===== config.mk =====
export PLATFORM = sky130hd
export DESIGN_NAME = fp_add_seq
export DESIGN_NICKNAME = d
export VERILOG_FILES = /design/src/rtl/fp_add_seq.sv
export SDC_FILE = /design/constraint.sdc
export NUM_CORES = 1
export LEC_CHECK = 0
export ABC_CLOCK_PERIOD_IN_PS = 8109
export CORE_UTILIZATION = 45
export DETAILED_ROUTE_END_ITERATION = 8
export GPL_TIMING_DRIVEN = 0
export PLACE_DENSITY = 0.65
export SETUP_SLACK_MARGIN = 0.05
export SYNTH_ARGS = -nofsm -noshare
export SYNTH_HDL_FRONTEND = slang
export SYNTH_SLANG_ARGS = --single-unit

===== constraint.sdc =====
create_clock -name clk -period 8.11 [get_ports clk]
set_input_delay 1.2165 -clock clk [delete_from_list [all_inputs] [get_ports clk]]
set_output_delay 1.2165 -clock clk [all_outputs]
set_load 0.01 [all_outputs]

===== src/rtl/fp_add_seq.sv =====
// Multi-cycle IEEE-754 adder/subtractor (FTZ, RNE), one operation in flight, fixed 5-cycle latency.
// in_ready only in IDLE; result/flags are held in DONE until out_ready is sampled high.
`timescale 1ns/1ps
module fp_add_seq #(
   parameter int  EXP_W = 8,
   parameter int  MAN_W = 23,
   localparam int FP_W  = 1 + EXP_W + MAN_W
) (
   input  logic            clk,
   input  logic            rst,
   input  logic            in_valid,
   output logic            in_ready,
   input  logic [FP_W-1:0] op_a,
   input  logic [FP_W-1:0] op_b,
   input  logic            sub,
   output logic            out_valid,
   input  logic            out_ready,
   output logic [FP_W-1:0] result,
   output logic [3:0]      flags
);
   localparam int SW = MAN_W + 4;   // {hidden, frac, guard, round, sticky}
   localparam int EW = EXP_W + 2;   // signed working exponent, room for carry and underflow
   localparam logic [EXP_W-1:0]        EXP_MAX = '1;
   localparam logic signed [EW-1:0]    EXP_INF = {2'b00, EXP_MAX};
   localparam logic [FP_W-1:0]         QNAN    = {1'b0, EXP_MAX, 1'b1, {(MAN_W-1){1'b0}}};

   typedef struct packed {
      logic             sign;
      logic [EXP_W-1:0] exp;
      logic [MAN_W-1:0] frac;
   } fp_t;

   typedef enum logic [2:0] {S_IDLE, S_ALIGN, S_ADD, S_NORM, S_ROUND, S_DONE} state_t;
   state_t state, state_nxt;

   fp_t a_in, b_in, a_q, b_q, x, y;
   logic a_zero, b_zero, a_inf, b_inf, a_nan, b_nan, a_snan, b_snan;
   logic spec_hit, spec_q;
   logic [FP_W-1:0] spec_res, spec_res_q;
   logic [3:0]      spec_flg, spec_flg_q;

   logic                 swap;
   logic [EXP_W-1:0]     ediff;
   logic [31:0]          shamt;
   logic [SW-1:0]        ysig, ymask, yal;
   logic                 x_sign_q, eff_sub_q;
   logic signed [EW-1:0] exp_q, norm_exp, nexp_q, rexp;
   logic [SW-1:0]        xs_q, ys_q, norm_sig, nsig_q;
   logic [SW:0]          sum_q;
   logic [31:0]          lz;
   logic                 norm_zero, nzero_q;

   logic [MAN_W:0]   mant;
   logic [MAN_W+1:0] mant_r;
   logic [MAN_W-1:0] rfrac;
   logic             g_bit, r_bit, s_bit, rup, inexact;
   logic [FP_W-1:0]  rres, result_q;
   logic [3:0]       rflg, flags_q;

   // State register
   always_ff @(posedge clk or posedge rst) begin
      if (rst) state <= S_IDLE;
      else     state <= state_nxt;
   end

   always_comb begin
      state_nxt = state;
      case (state)
         S_IDLE:  if (in_valid) state_nxt = S_ALIGN;
         S_ALIGN: state_nxt = S_ADD;
         S_ADD:   state_nxt = S_NORM;
         S_NORM:  state_nxt = S_ROUND;
         S_ROUND: state_nxt = S_DONE;
         S_DONE:  if (out_ready) state_nxt = S_IDLE;
         default: state_nxt = S_IDLE;
      endcase
   end

   always_comb begin
      in_ready  = (state == S_IDLE);
      out_valid = (state == S_DONE);
   end

   // Decode and special-case resolution on the incoming operands
   always_comb begin
      a_in      = op_a;
      b_in      = op_b;
      b_in.sign = op_b[FP_W-1] ^ sub;
      a_zero    = (a_in.exp == '0);
      b_zero    = (b_in.exp == '0);
      a_inf     = (a_in.exp == EXP_MAX) && (a_in.frac == '0);
      b_inf     = (b_in.exp == EXP_MAX) && (b_in.frac == '0);
      a_nan     = (a_in.exp == EXP_MAX) && (a_in.frac != '0);
      b_nan     = (b_in.exp == EXP_MAX) && (b_in.frac != '0);
      a_snan    = a_nan && !a_in.frac[MAN_W-1];
      b_snan    = b_nan && !b_in.frac[MAN_W-1];
      spec_hit  = 1'b1;
      spec_res  = '0;
      spec_flg  = '0;
      if (a_nan || b_nan) begin
         spec_res = QNAN;
         spec_flg = {a_snan | b_snan, 3'b000};
      end else if (a_inf && b_inf && (a_in.sign != b_in.sign)) begin
         spec_res = QNAN;
         spec_flg = 4'b1000;
      end else if (a_inf)             spec_res = a_in;
      else if (b_inf)                 spec_res = b_in;
      else if (a_zero && b_zero)      spec_res = {a_in.sign & b_in.sign, {(FP_W-1){1'b0}}};
      else if (a_zero)                spec_res = b_in;
      else if (b_zero)                spec_res = a_in;
      else                            spec_hit = 1'b0;
   end

   // ALIGN: larger magnitude becomes X, Y shifted right with sticky collection
   always_comb begin
      swap  = (b_q[FP_W-2:0] > a_q[FP_W-2:0]);
      x     = swap ? b_q : a_q;
      y     = swap ? a_q : b_q;
      ediff = x.exp - y.exp;
      shamt = 32'(ediff);
      ysig  = {1'b1, y.frac, 3'b000};
      ymask = '0;
      if (shamt >= 32'(MAN_W + 3)) begin
         yal = {{(SW-1){1'b0}}, 1'b1};
      end else begin
         ymask = ~({SW{1'b1}} << shamt);
         yal   = (ysig >> shamt) | {{(SW-1){1'b0}}, |(ysig & ymask)};
      end
   end

   // NORM: carry right-shift or leading-zero left-shift
   always_comb begin
      lz = '0;
      for (int i = 0; i < SW; i++)
         if (sum_q[i]) lz = 32'(SW - 1 - i);
      norm_zero = (sum_q == '0);
      if (sum_q[SW]) begin
         norm_sig = {sum_q[SW:2], sum_q[1] | sum_q[0]};
         norm_exp = exp_q + EW'(1);
      end else begin
         norm_sig = sum_q[SW-1:0] << lz;
         norm_exp = exp_q - EW'(lz);
      end
   end

   // ROUND: nearest-even, then overflow / flush-to-zero
   always_comb begin
      mant    = nsig_q[SW-1:3];
      g_bit   = nsig_q[2];
      r_bit   = nsig_q[1];
      s_bit   = nsig_q[0];
      rup     = g_bit & (r_bit | s_bit | mant[0]);
      mant_r  = {1'b0, mant} + (MAN_W+2)'(rup);
      inexact = g_bit | r_bit | s_bit;
      rexp    = nexp_q;
      rfrac   = mant_r[MAN_W-1:0];
      if (mant_r[MAN_W+1]) begin
         rexp  = nexp_q + EW'(1);
         rfrac = mant_r[MAN_W:1];
      end
      if (spec_q) begin
         rres = spec_res_q;
         rflg = spec_flg_q;
      end else if (nzero_q) begin
         rres = '0;
         rflg = '0;
      end else if (rexp >= EXP_INF) begin
         rres = {x_sign_q, EXP_MAX, {MAN_W{1'b0}}};
         rflg = 4'b0101;
      end else if (rexp[EW-1] || (rexp == '0)) begin
         rres = {x_sign_q, {(FP_W-1){1'b0}}};
         rflg = 4'b0011;
      end else begin
         rres = {x_sign_q, rexp[EXP_W-1:0], rfrac};
         rflg = {3'b000, inexact};
      end
   end

   always_ff @(posedge clk or posedge rst) begin
      if (rst) begin
         a_q        <= '0;
         b_q        <= '0;
         spec_q     <= 1'b0;
         spec_res_q <= '0;
         spec_flg_q <= '0;
         x_sign_q   <= 1'b0;
         eff_sub_q  <= 1'b0;
         exp_q      <= '0;
         xs_q       <= '0;
         ys_q       <= '0;
         sum_q      <= '0;
         nsig_q     <= '0;
         nexp_q     <= '0;
         nzero_q    <= 1'b0;
         result_q   <= '0;
         flags_q    <= '0;
      end else begin
         case (state)
            S_IDLE: if (in_valid) begin
               a_q        <= a_in;
               b_q        <= b_in;
               spec_q     <= spec_hit;
               spec_res_q <= spec_res;
               spec_flg_q <= spec_flg;
               flags_q    <= '0;
            end
            S_ALIGN: begin
               x_sign_q  <= x.sign;
               eff_sub_q <= x.sign ^ y.sign;
               exp_q     <= {2'b00, x.exp};
               xs_q      <= {1'b1, x.frac, 3'b000};
               ys_q      <= yal;
            end
            S_ADD:   sum_q <= eff_sub_q ? ({1'b0, xs_q} - {1'b0, ys_q}) : ({1'b0, xs_q} + {1'b0, ys_q});
            S_NORM: begin
               nsig_q  <= norm_sig;
               nexp_q  <= norm_exp;
               nzero_q <= norm_zero;
            end
            S_ROUND: begin
               result_q <= rres;
               flags_q  <= rflg;
            end
            default: ;
         endcase
      end
   end

   assign result = result_q;
   assign flags  = flags_q;

endmodule

==> flow_metrics.env <==
export IMPL_drive_gt1_share_pct=4.74
export IMPL_startpoint_type="flop"
export IMPL_drt_total_wl_um=75200
export IMPL_finalSetupViolCount=0
export IMPL_grt_pass1_vias=18500
export IMPL_insertion_delay_ns=0.56
export IMPL_synth_edf_count=0
export IMPL_slew_limit_headroom_pct=11.6
export IMPL_clockBufferDepth=3
export IMPL_root_buffer="clkbuf_16"
export IMPL_first_iter_violations=2112
export IMPL_skew_ns=0.0242
export IMPL_cts_tree="built"
export IMPL_synth_warnings=0
export IMPL_hold_viol_final=0
export IMPL_gr_total_overflow=0
export IMPL_yosysTopAreaCellShare_pct=34.8
export IMPL_holdBufCountCts=0
export IMPL_htreeDepth=2
export IMPL_cts_resized=0
export IMPL_num_antenna_cells=0
export IMPL_synth_most_common_cell="nand2_1"
export IMPL_ys_ff_latch=264
export IMPL_area_growth_syn_to_layout_pct=15.8
export IMPL_maxCapViolations=0
export IMPL_drv_slew=0
export IMPL_wl_per_cell_um=24.4
export IMPL_synthTopCellsByArea="dfrtp_1, nand2_1, o21ai_0, ha_1, mux2i_1"
export IMPL_die_h_um=207
export IMPL_drc_errors=0
export IMPL_place_gp_congestion=0.982
export IMPL_status="completed"
export IMPL_gr_usage_all_layers_pct=34.6
export IMPL_cts_sinks=264
export IMPL_synth_seq_area_share_pct=34.8
export IMPL_cp_slowest_stage_delay_ns=1.03
export IMPL_cp_cell_sequence="inv_1 -> ha_1 -> a21oi_1 -> nand3_1 -> o21ai_1 -> nand4_1 -> nand2_2 -> buf_1 -> mux2_2 -> ha_1 -> inv_1 -> a31oi_1 -> o22ai_2 -> xnor2_1 -> clkbuf_1 -> clkbuf_1 -> a21oi_1 -> a31oi_1 -> o22ai_1"
export IMPL_synth_top_cell_by_area="dfrtp_1"
export IMPL_clk_pin_slew_worst_paths_ns=0.06
export IMPL_synthTopCellsByCount="nand2_1, dfrtp_1, o21ai_0, a21oi_1, nor2_1"
export IMPL_grt_pass1_wl_um=114000
export IMPL_rsz0062_at_grt="false"
export IMPL_fp_row_count=74
export IMPL_post_cts_setup_buffer_count=0
export IMPL_crit_required_ns=8.51
export IMPL_vias=19400
export IMPL_critPathCaptureType="flop"
export IMPL_fmax_mhz=160
export IMPL_fin_crit_ns=6.23
export IMPL_avgViaCountPerCell=6.30
export IMPL_ant_nets=0
export IMPL_first_pass_iters=6
export IMPL_port_buffers=106
export IMPL_setup_tns_ns=0
export IMPL_finalCritPeriodShare_pct=76.9
export IMPL_crit_fanout=10
export IMPL_dpl_hpwl_um=59200
export IMPL_synth_nets=2541
export IMPL_worstHoldPathType="reg2reg"
export IMPL_cts_made_buffers=34
export IMPL_die_w_um=207
export IMPL_coreArea_mm2=0.0412
export IMPL_worst_pin_slew_ns=1.32
export IMPL_grt_start_max_net_pins=42
export IMPL_holdPathStages=2
export IMPL_setup_worst_path_class="reg2reg"
export IMPL_crit_arrival_ns=6.64
export IMPL_async_flop_share_pct=100
export IMPL_syn_avg_cell_area_um2=7.97
export IMPL_io_pins=107
export IMPL_nNetsFinal=2690
export IMPL_yosysUniqueCellTypes=96
export IMPL_ys_flop_type="dfrtp_1"
export IMPL_synth_area_mm2=0.0190
export IMPL_antenna_found_initial=2
export IMPL_syn_inst=2380
export IMPL_start_util_pct=46.0
export IMPL_crit_slowest_cell="xnor2_1"
export IMPL_dieArea_mm2=0.0430
export IMPL_rr_worst_depth=19
==> critical path, delay by kind of cell (launching register included) <==
kind | cells | cell delay, ns
buffers and inverters | 5 | 1.69
AO/OA/AOI/OAI | 7 | 1.29
XOR/XNOR | 1 | 1.03
AND/OR/NAND/NOR | 3 | 0.89
adder cells (fa/ha/maj) | 2 | 0.48
flip-flops | 1 | 0.42
multiplexers | 1 | 0.27
==> path summary, 6_finish.rpt <==
check                                           startpoint                          to  slack, ns
worst max-delay path                    a_q[6]$_DFFE_PP0P_        ys_q[10]$_DFFE_PP0P_       1.88
worst min-delay path            spec_res_q[19]$_DFFE_PP0P_  spec_res_q[19]$_DFFE_PP0P_       0.48
worst max register to register          a_q[6]$_DFFE_PP0P_        ys_q[10]$_DFFE_PP0P_       1.88
worst min register to register  spec_res_q[19]$_DFFE_PP0P_  spec_res_q[19]$_DFFE_PP0P_       0.48
max in group asynchronous                              rst          b_q[8]$_DFFE_PP0P_       5.58
min in group asynchronous                              rst      nsig_q[25]$_DFFE_PP0N_       1.11
==> cell families after synthesis <==
logic type | synth area share (%)
and+or+nand+nor | 20.6
AOI/OAI and AO/OA | 23.5
DFF | 34.8
buffers and inverters | 5.37
muxes | 6.30
adders and majority gates | 6.20
xor gates and xnor gates | 3.23
==> cell type report <==
type | count | area [um2]
well taps | 532 | 666
clock buffers | 44 | 948
repair buffers | 113 | 1200
flip-flops and latches | 264 | 6610
clock inverters | 16 | 188
multi-input cells | 1853 | 11300
inverters | 111 | 420
fillers | 3943 | 19200
plain buffers | 152 | 602
==> layout by cell type, fill, tap and decap left out, types with 14 or more instances in the layout <==
cell	instances
mux2i_1	98
clkdlybuf4s50_1	106
nor4_1	26
clkbuf_16	34
a21o_1	16
nand4_1	31
o31ai_1	20
a221oi_1	21
nand2b_1	16
and3_1	25
a211oi_1	22
nand2_1	396
nor2b_1	14
dfrtp_1	264
a22oi_1	33
o21ai_0	228
clkbuf_1	130
a31oi_1	23
ha_1	90
nand3_1	74
nor2_1	178
xnor2_1	46
a21oi_1	183
inv_1	104
xor2_1	24
nor3_1	52
==> registers in the layout, indices dropped and copies added (netlist names) <==
name / cells
nexp_q: 10
x_sign_q: 1
spec_q: 1
spec_flg_q: 1
state: 3
spec_res_q: 32
b_q: 32
nsig_q: 27
exp_q: 8
ys_q: 27
nzero_q: 1
eff_sub_q: 1
result: 32
flags: 4
xs_q: 24
a_q: 32
sum_q: 28
==> routing by layer <==
metal / track usage [%] / wire length, um / vias up
met5: 0 / 8 / -
met4: 12.9 / 2910 / 2
met1: 46.7 / 31900 / 9489
met3: 4.61 / 5670 / 169
met2: 56.4 / 34700 / 965
li1: - / - / 8818
==> metrics by stage <==
stage,cell area [um2],util [%],worst slack [ns],std cells,hold WS (ns)
after floorplan,19000,-,3.41,2380,0.449
after global placement,20700,50.2,1.39,3018,0.463
after detailed placement,20800,50.6,2.10,3025,0.470
after CTS,22000,53.3,2.07,3085,0.483
after global routing,22000,53.3,1.55,3085,0.514
final,22000,53.3,1.88,3085,0.482
Power is not shown: default switching activity piles up to over one toggle a cycle in this logic, so the estimate is an artifact.
